`src/rtl/idma_req_responder.sv`:
```
// Stand-in iDMA backend: queues requests, counts down ceil(length/BytesPerCycle) run cycles each,
// and returns in-order responses. Optional macro IDMA_REQ_RESPONDER_ERR_INJECT_EN adds err_inject_i.
module idma_req_responder #(
    parameter int unsigned LenWidth       = 32,
    parameter int unsigned BytesPerCycle  = 8,
    parameter int unsigned NumOutstanding = 4,
    parameter type idma_req_t = struct packed { logic [LenWidth-1:0] length; },
    parameter type idma_rsp_t = struct packed { logic error; }
) (
    input  logic      clk_i,
    input  logic      rst_ni,
    input  idma_req_t idma_req_i,
    input  logic      idma_req_valid_i,
    output logic      idma_req_ready_o,
    output idma_rsp_t idma_rsp_o,
    output logic      idma_rsp_valid_o,
    input  logic      idma_rsp_ready_i,
    output logic      idma_busy_o
`ifdef IDMA_REQ_RESPONDER_ERR_INJECT_EN
    ,
    input  logic      err_inject_i
`endif
);

    localparam int unsigned PtrW  = (NumOutstanding > 1) ? $clog2(NumOutstanding) : 1;
    localparam int unsigned CntW  = $clog2(NumOutstanding + 1);
    localparam int unsigned Shift = $clog2(BytesPerCycle);
    localparam int unsigned BeatW = LenWidth + 1;

    typedef enum logic [1:0] {
        S_IDLE,
        S_RUN,
        S_RESP
    } state_e;

    logic [BeatW-1:0] r_beats [NumOutstanding];
    logic             r_tag   [NumOutstanding];
    logic [PtrW-1:0]  r_wptr;
    logic [PtrW-1:0]  r_rptr;
    logic [CntW-1:0]  r_count;
    state_e           r_state;
    state_e           w_state_next;
    logic [BeatW-1:0] r_cnt;
    logic [BeatW-1:0] w_cnt_next;
    logic [BeatW-1:0] w_len_ext;
    logic [BeatW-1:0] w_beats_in;
    logic [PtrW-1:0]  w_rptr_inc;
    logic             w_full;
    logic             w_empty;
    logic             w_push;
    logic             w_pop;
    logic             w_tag_in;
    idma_rsp_t        w_rsp;

    function automatic logic [PtrW-1:0] ptrInc(input logic [PtrW-1:0] p);
        return (p == PtrW'(NumOutstanding - 1)) ? '0 : p + 1'b1;
    endfunction

`ifdef IDMA_REQ_RESPONDER_ERR_INJECT_EN
    assign w_tag_in = err_inject_i;
`else
    assign w_tag_in = 1'b0;
`endif

    // One extra bit keeps the rounding add from wrapping at the maximum length.
    assign w_len_ext  = BeatW'(idma_req_i.length);
    assign w_beats_in = (w_len_ext == '0) ? BeatW'(1)
                      : ((w_len_ext + BeatW'(BytesPerCycle - 1)) >> Shift);

    assign w_full           = (r_count == CntW'(NumOutstanding));
    assign w_empty          = (r_count == '0);
    assign w_push           = idma_req_valid_i && !w_full;
    assign w_rptr_inc       = ptrInc(r_rptr);
    assign idma_req_ready_o = !w_full;
    assign idma_busy_o      = !w_empty || (r_state != S_IDLE);
    assign idma_rsp_o       = w_rsp;

    always_ff @(posedge clk_i or negedge rst_ni) begin
        if (!rst_ni) begin
            for (int i = 0; i < int'(NumOutstanding); i++) begin
                r_beats[i] <= '0;
                r_tag[i]   <= 1'b0;
            end
            r_wptr  <= '0;
            r_rptr  <= '0;
            r_count <= '0;
        end else begin
            if (w_push) begin
                r_beats[r_wptr] <= w_beats_in;
                r_tag[r_wptr]   <= w_tag_in;
                r_wptr          <= ptrInc(r_wptr);
            end
            if (w_pop) begin
                r_rptr <= w_rptr_inc;
            end
            case ({w_push, w_pop})
                2'b10:   r_count <= r_count + 1'b1;
                2'b01:   r_count <= r_count - 1'b1;
                default: r_count <= r_count;
            endcase
        end
    end

    always_ff @(posedge clk_i or negedge rst_ni) begin
        if (!rst_ni) begin
            r_state <= S_IDLE;
            r_cnt   <= '0;
        end else begin
            r_state <= w_state_next;
            r_cnt   <= w_cnt_next;
        end
    end

    // A request arriving while the queue is otherwise drained loads straight from the input,
    // so neither an idle start nor a back-to-back hand-over loses a cycle.
    always_comb begin
        w_state_next     = r_state;
        w_cnt_next       = r_cnt;
        w_pop            = 1'b0;
        idma_rsp_valid_o = 1'b0;
        w_rsp            = '0;
        case (r_state)
            S_IDLE: begin
                if (!w_empty) begin
                    w_cnt_next   = r_beats[r_rptr];
                    w_state_next = S_RUN;
                end else if (w_push) begin
                    w_cnt_next   = w_beats_in;
                    w_state_next = S_RUN;
                end
            end
            S_RUN: begin
                if (r_cnt <= BeatW'(1)) begin
                    w_cnt_next   = '0;
                    w_state_next = S_RESP;
                end else begin
                    w_cnt_next = r_cnt - 1'b1;
                end
            end
            S_RESP: begin
                idma_rsp_valid_o = 1'b1;
                w_rsp.error      = r_tag[r_rptr];
                if (idma_rsp_ready_i) begin
                    w_pop = 1'b1;
                    if (r_count > CntW'(1)) begin
                        w_cnt_next   = r_beats[w_rptr_inc];
                        w_state_next = S_RUN;
                    end else if (w_push) begin
                        w_cnt_next   = w_beats_in;
                        w_state_next = S_RUN;
                    end else begin
                        w_state_next = S_IDLE;
                    end
                end
            end
            default: begin
                w_state_next = S_IDLE;
            end
        endcase
    end

endmodule

```
`config.mk`:
```
export PLATFORM = sky130hd
export DESIGN_NAME = idma_req_responder
export DESIGN_NICKNAME = d
export VERILOG_FILES = /design/src/rtl/idma_req_responder.sv
export SDC_FILE = /design/constraint.sdc
export NUM_CORES = 1
export LEC_CHECK = 0
export ABC_CLOCK_PERIOD_IN_PS = 7160
export CORE_AREA = 2 2 143 145
export CTS_BUF_LIST = sky130_fd_sc_hd__clkbuf_16
export CTS_CLUSTER_DIAMETER = 60
export DETAILED_ROUTE_END_ITERATION = 8
export DIE_AREA = 0 0 145 147
export GPL_ROUTABILITY_DRIVEN = 0
export GPL_TIMING_DRIVEN = 0
export PLACE_DENSITY = 0.72
export SLEW_MARGIN = 20
export SYNTH_ARGS = -nofsm -noshare
export SYNTH_HDL_FRONTEND = slang
export SYNTH_SLANG_ARGS = --single-unit
```
`constraint.sdc`:
```
create_clock -name clk_i -period 7.16 [get_ports clk_i]
set_input_delay 0.716 -clock clk_i [delete_from_list [all_inputs] [get_ports clk_i]]
set_output_delay 0.716 -clock clk_i [all_outputs]
set_load 0.1 [all_outputs]
```
==> run_results.csv, run 1 <==
group,metric,value,unit
sta,max_freq,187.3,MHz
sta,worst_slack,1.822,ns
clock_tree,path_clk_slew,0.08,ns
synthesis,yosysTopAreaCellShare,38.62,%
global_routing,grt_pass1_wl,61420,um
clock_tree,cts_tree,"built",
synthesis,yosysWarnings,0,
global_routing,grt_overflow,0,
synthesis,ys_ff_latch,166,
synthesis,seq_area_frac_synth,38.62,%
layout,n_antenna_cell,0,
critical_path,path_cells,"buf_2, buf_2, buf_1, buf_2, mux4_2, and2_1, clkdlybuf4s50_1",
global_routing,grt_antenna_before_repair,0,
die,start_util,54.21,%
sta,holdWs,0.2298,ns
layout,nets,1271,
die,dieArea,0.02132,mm2
sta,tightest_slew,1.176,ns
sta,final_max_slew_viol_count,0,
critical_path,timing.critical_path.slowest_cell_delay,1.13,ns
synthesis,syn_nets,1212,
place,dp.cells,1469,
critical_path,critPathLaunchType,"flop",
critical_path,critPathMaxFanout,10,
critical_path,worstPathRequired,6.44,ns
global_routing,grtUsageTotal,38.35,%
route,vias,10670,
layout,final_cell_mix,"191 x nand2_1, 170 x o21ai_0, 166 x dfrtp_1, 73 x clkbuf_1, 61 x mux4_2",
route,wl_met3,5626,um
layout,instances_no_fill,1501,
clock_tree,numCtsBuffers,17,
power_and_ir_drop,ir_drop,0.2454,mV
global_routing,grt_pass1_vias,10060,
place,io_buffers,38,
sta,finalSetupViolations,0,
critical_path,worstSetupPathType,"reg2out",
synthesis,synth_edf_count,0,
synthesis,syn_inst,1159,
run_status,violations,"DRC",
synthesis,async_flop_share,100.0,%
place,placed_area,0.01152,mm2
hold_path,worstHoldPathType,"in2async",
sta,min_period,5.338,ns
synthesis,yosysTopAreaCell,"dfrtp_1",
clock_tree,clockBufferDepth,2,
place,dp.final_hpwl,28530,um
layout,area_growth,13.04,%
clock_tree,htreeDepth,4,
sta,finalHoldViolCount,0,
power_and_ir_drop,leakage,4.792,nW
die,die_h,147,um
synthesis,avgSynthCellArea,9.281,um2
layout,final_common_cell,"nand2_1",
die,io_pins,40,
critical_path,worst_path_most_repeated_cell,"buf_2",
clock_tree,cts_hold_buf,0,
synthesis,synth_cell_types,72,
critical_path,cp-end-kind,"output port",
route,drt_first_iter_violations,2024,
sta,clock-skew-final,0.01033,ns
route,drc_errors,46,
die,die_w,145,um
route,wl_per_cell,26.89,um
sta,setup_tns,0,ns
sta,grt_setup_unrepaired,"no",
global_routing,grt_max_degree,89,
layout,drive_above_1_share,9.829,%
synthesis,syn_area,0.01076,mm2
route,wl,40360,um
layout,final_area,0.01216,mm2
clock_tree,cts_sinks,166,
synthesis,yosys_most_used_dff,"dfrtp_1",
die,coreArea,0.01984,mm2
route,routed_via_density,7.108,
clock_tree,cts-resized-gates,0,
route,drt.antenna.violating_nets,0,
place,dp_slack,2.370,ns
critical_path,worstPathArrival,4.62,ns
route,wl_met1,14840,um
sta,slew-limit-headroom,21.59,%
route,maxUsedRoutingLayer,"met4",
clock_tree,insertion_delay,0.45,ns
clock_tree,post_cts_buffers,0,
flow_run,maxCapViolations,0,
critical_path,crit_slowest_cell,"clkdlybuf4s50_1",
sta,period_share,74.56,%
synthesis,synth_area_leaders,"dfrtp_1 39%, mux4_2 13%, o21ai_0 7.9%",
route,wl_met2,16970,um
die,row_count,52,
clock_tree,root_buffer,"clkbuf_16",
power_and_ir_drop,powerDensity,527.8,mW/mm2
run_status,status,"finished, violations left",
route,first_pass_iters,9,
## per-layer routing
layer	up-vias	track usage (%)
li1	4473	-
met5	-	0
met3	237	11.77
met2	921	55.31
met1	5038	51.05
met4	0	23.32
## through the flow
step	util [%]	power, mW
final	61.27	6.418
after global routing	61.27	6.687
after CTS	61.27	6.236
after detailed placement	58.06	5.238
after global placement	57.82	5.153
after floorplan	-	4.090
## worst max-delay path: cells and delay by family (launching register included)
family	cells	cell delay, ns
DFF	1	0.37
buffers and inverters	5	3.39
and+or+nand+nor	1	0.13
muxes	1	0.27
## cells by family after synthesis
group / Yosys count / synth area share, %
compound gates: 354 / 21.12
xor+xnor: 36 / 2.931
fa+ha+maj: 17 / 1.977
buf+inv: 114 / 4.304
flops: 166 / 38.62
mux: 69 / 13.55
simple gates: 403 / 17.49
## cell type report
| type | instances | area (um2) |
|---|---|---|
| clock buffers | 17 | 425.4 |
| fillers | 1704 | 7685 |
| inverters | 24 | 90.09 |
| repair buffers | 40 | 420.4 |
| multi-input cells | 879 | 6145 |
| well taps | 270 | 337.8 |
| plain buffers | 90 | 375.4 |
| clock inverters | 15 | 211.5 |
| flip-flops and latches | 166 | 4154 |
## worst paths after layout
path                                  from          end  slack [ns]  depth (start not counted)
worst max-delay path             r_rptr[0]   idma_rsp_o        1.82                          7
worst min register to register    r_tag[1]     r_tag[1]        0.49                          1
max in group asynchronous           rst_ni  r_beats[91]        6.04                          2
worst max register to register  r_count[0]    r_cnt[22]        2.86                          9
min in group clk_i                r_tag[1]     r_tag[1]        0.49                          1
worst min-delay path                rst_ni   r_count[1]        0.23                          1
## synth_stat cells, types with 5 or more instances
library cell / n
nand2_1: 191
o21ai_0: 170
dfrtp_1: 166
clkbuf_1: 73
mux4_2: 61
nor2_1: 55
a21oi_1: 36
nor3_1: 28
nand3_1: 27
inv_1: 24
nor4_1: 23
xnor2_1: 23
nand4_1: 19
a211oi_1: 17
ha_1: 17
and2_1: 14
xor2_1: 13
a221oi_1: 12
or3_1: 12
o22ai_1: 10
o31a_1: 10
a211o_1: 9
buf_1: 9
o31ai_1: 9
or4_1: 9
a31oi_1: 8
o211ai_1: 8
a22oi_1: 5
mux2i_1: 5
o21a_1: 5
o311ai_0: 5
## sequential cells by signal, indices dropped and copies added, names as in the netlist
signal	flops
r_state	2
r_beats	120
r_cnt	33
r_rptr	2
r_count	3
r_wptr	2
r_tag	4
## power by group
part           internal [mW]  switching, mW
registers               1.36          0.385
clock network          0.538          0.463
logic                   1.42           2.25
total                   3.32           3.10
No activity file was read; power rests on OpenSTA's default activity.
==> run 2, diff against run 1 <==
--- a/config.mk
+++ b/config.mk
@@ -5,7 +5,7 @@
 export SDC_FILE = /design/constraint.sdc
 export NUM_CORES = 1
 export LEC_CHECK = 0
-export ABC_CLOCK_PERIOD_IN_PS = 7160
+export ABC_CLOCK_PERIOD_IN_PS = 4940
 export CORE_AREA = 2 2 143 145
 export CTS_BUF_LIST = sky130_fd_sc_hd__clkbuf_16
 export CTS_CLUSTER_DIAMETER = 60
==> constraint.sdc (replaced) <==
create_clock -name clk_i -period 4.94 [get_ports clk_i]
set_input_delay 0.494 -clock clk_i [delete_from_list [all_inputs] [get_ports clk_i]]
set_output_delay 0.494 -clock clk_i [all_outputs]
set_load 0.1 [all_outputs]
==> run 2 against run 1 <==
Against the previous run:
- the flow still finishes with violations (DRC)
- die area is the same
- combinational power increased by 45%
- routed wire length shrank 0.16%
- utilization barely moved
- sequential power is 45% higher
- power increased by 45%
==> run_results.csv, run 2 (synthesis results as in run 1) <==
group,metric,value,unit
die,dieArea,0.02132,mm2
clock_tree,root_buffer,"clkbuf_16",
global_routing,grt_pass1_vias,10030,
place,dp.cells,1469,
global_routing,grt_overflow,0,
die,die_h,147,um
critical_path,path_buf_inv,3,
layout,multi_input_area,0.006145,mm2
sta,final_max_slew_viol_count,0,
clock_tree,numCtsBuffers,17,
die,coreArea,0.01984,mm2
layout,nets,1270,
power_and_ir_drop,leakage,4.790,nW
die,die_w,145,um
global_routing,grt_pass1_wl,61260,um
critical_path,critPathLaunchType,"flop",
layout,instances_no_fill,1500,
layout,final_cell_mix,"191 x nand2_1, 170 x o21ai_0, 166 x dfrtp_1, 73 x clkbuf_1, 61 x mux4_2",
sta,min_period,4.931,ns
run_status,violations,"DRC",
clock_tree,cts_sinks,166,
critical_path,r2r-start,"r_count[0]",
sta,grt_setup_unrepaired,"no",
route,drt.antenna.violating_nets,0,
die,row_count,52,
critical_path,rr_worst_depth,9,
clock_tree,clockBufferDepth,2,
critical_path,r2r_end,"r_beats[91]",
critical_path,worstPathArrival,4.44,ns
route,vias,10720,
layout,final_common_cell,"nand2_1",
layout,finalCoreUtilization,61.25,%
clock_tree,insertion_delay,0.45,ns
sta,slew-limit-headroom,21.98,%
place,dp_slack,0.3720,ns
power_and_ir_drop,p_int,4.814,mW
layout,n_antenna_cell,0,
power_and_ir_drop,swShare,48.22,%
layout,area_growth,13.00,%
sta,setup_tns,0,ns
critical_path,critical_path.top_delay_family,"buffers and inverters",
critical_path,rrSetupSlack,0.59,ns
layout,largest-register,"r_beats",
sta,max_freq,202.8,MHz
global_routing,grt_antenna_before_repair,0,
route,routed_via_density,7.145,
run_status,status,"finished, violations left",
layout,final_area,0.01216,mm2
sta,finalHoldViolCount,0,
critical_path,critPathMaxFanout,10,
route,wl_per_cell,26.86,um
power_and_ir_drop,clkPwrFrac,15.6,%
power_and_ir_drop,powerDensity,765.0,mW/mm2
sta,tightest_slew,1.170,ns
sta,period_share,99.81,%
critical_path,worstSetupPathType,"reg2out",
power_and_ir_drop,p_switching,4.484,mW
global_routing,grtUsageTotal,38.19,%
sta,worst_slack,0.009146,ns
critical_path,timing.critical_path.slowest_cell_delay,0.96,ns
sta,holdWs,0.002945,ns
critical_path,worstPathRequired,4.45,ns
place,io_buffers,38,
clock_tree,path_clk_slew,0.08,ns
clock_tree,cts_hold_buf,0,
layout,largestRegisters,"r_beats x120, r_cnt x33, r_tag x4",
global_routing,grt_max_degree,89,
layout,regArea,0.004154,mm2
clock_tree,cts-resized-gates,0,
route,first_pass_iters,9,
sta,finalSetupViolations,0,
die,start_util,54.21,%
critical_path,critPathLaunch,"r_rptr[1]",
route,wl,40290,um
power_and_ir_drop,seqPwrFrac,27.2,%
critical_path,worst_path_most_repeated_cell,"clkbuf_1",
critical_path,cp-end-kind,"output port",
clock_tree,post_cts_buffers,0,
flow_run,maxCapViolations,0,
clock_tree,htreeDepth,4,
layout,drive_above_1_share,9.837,%
place,placed_area,0.01152,mm2
hold_path,worstHoldPathType,"in2async",
route,drt_first_iter_violations,2011,
power_and_ir_drop,power,9.298,mW
route,drc_errors,6,
place,dp.final_hpwl,28530,um
critical_path,path_cells,"clkbuf_1, clkbuf_1, mux4_2, and2_1, clkdlybuf4s50_1",
sta,clock-skew-final,0.009528,ns
power_and_ir_drop,ir_drop,0.3523,mV
power_and_ir_drop,combPwrFrac,57.1,%
die,io_pins,40,
layout,nFillCells,1706,
critical_path,crit_slowest_cell,"clkdlybuf4s50_1",
layout,largest_reg_flops,120,
clock_tree,cts_tree,"built",
[run 2: cell count changes in the layout (fill, tap and decap cells not counted), sizes merged]
cell,change
buf,-1
[run 2: routing by layer]
| layer | GRT usage [%] | share of wire [%] | vias to the layer above |
|---|---|---|---|
| met1 | 50.54 | 37 | 5089 |
| met4 | 23.81 | 7.5 | 2 |
| li1 | - | - | 4476 |
| met2 | 55.17 | 42 | 922 |
| met5 | 0 | 0.077 | - |
| met3 | 11.71 | 14 | 228 |
[run 2: worst max path at each step]
stage,to,slack (ns),depth (start not counted)
global placement,r_beats[42],-3.64,1
CTS,idma_rsp_o,0.1,5
finish,idma_rsp_o,0.009,5
global route,idma_rsp_o,0.009,5
detailed placement,idma_rsp_o,0.37,7
floorplan,idma_rsp_o,1.68,6
[run 2: cell type report]
| cell class | count | area share, % |
|---|---|---|
| sequential | 166 | 34.17 |
| multi-input combinational | 879 | 50.55 |
| inverter | 24 | 0.7411 |
| clock buffer | 17 | 3.500 |
| buffer | 89 | 3.057 |
| clock inverter | 15 | 1.740 |
| timing repair buffer | 40 | 3.459 |
| tap | 270 | 2.779 |
[run 2: power groups by stage]
| stage | combinational [mW] | clock (mW) | sequential, mW |
|---|---|---|---|
| after CTS | 5.09 | 1.44 | 2.50 |
| after global routing | 5.59 | 1.50 | 2.59 |
| after floorplan | 3.59 | 0 | 2.34 |
| after detailed placement | 5.07 | 0 | 2.52 |
| final | 5.31 | 1.45 | 2.53 |
| after global placement | 4.98 | 0 | 2.49 |
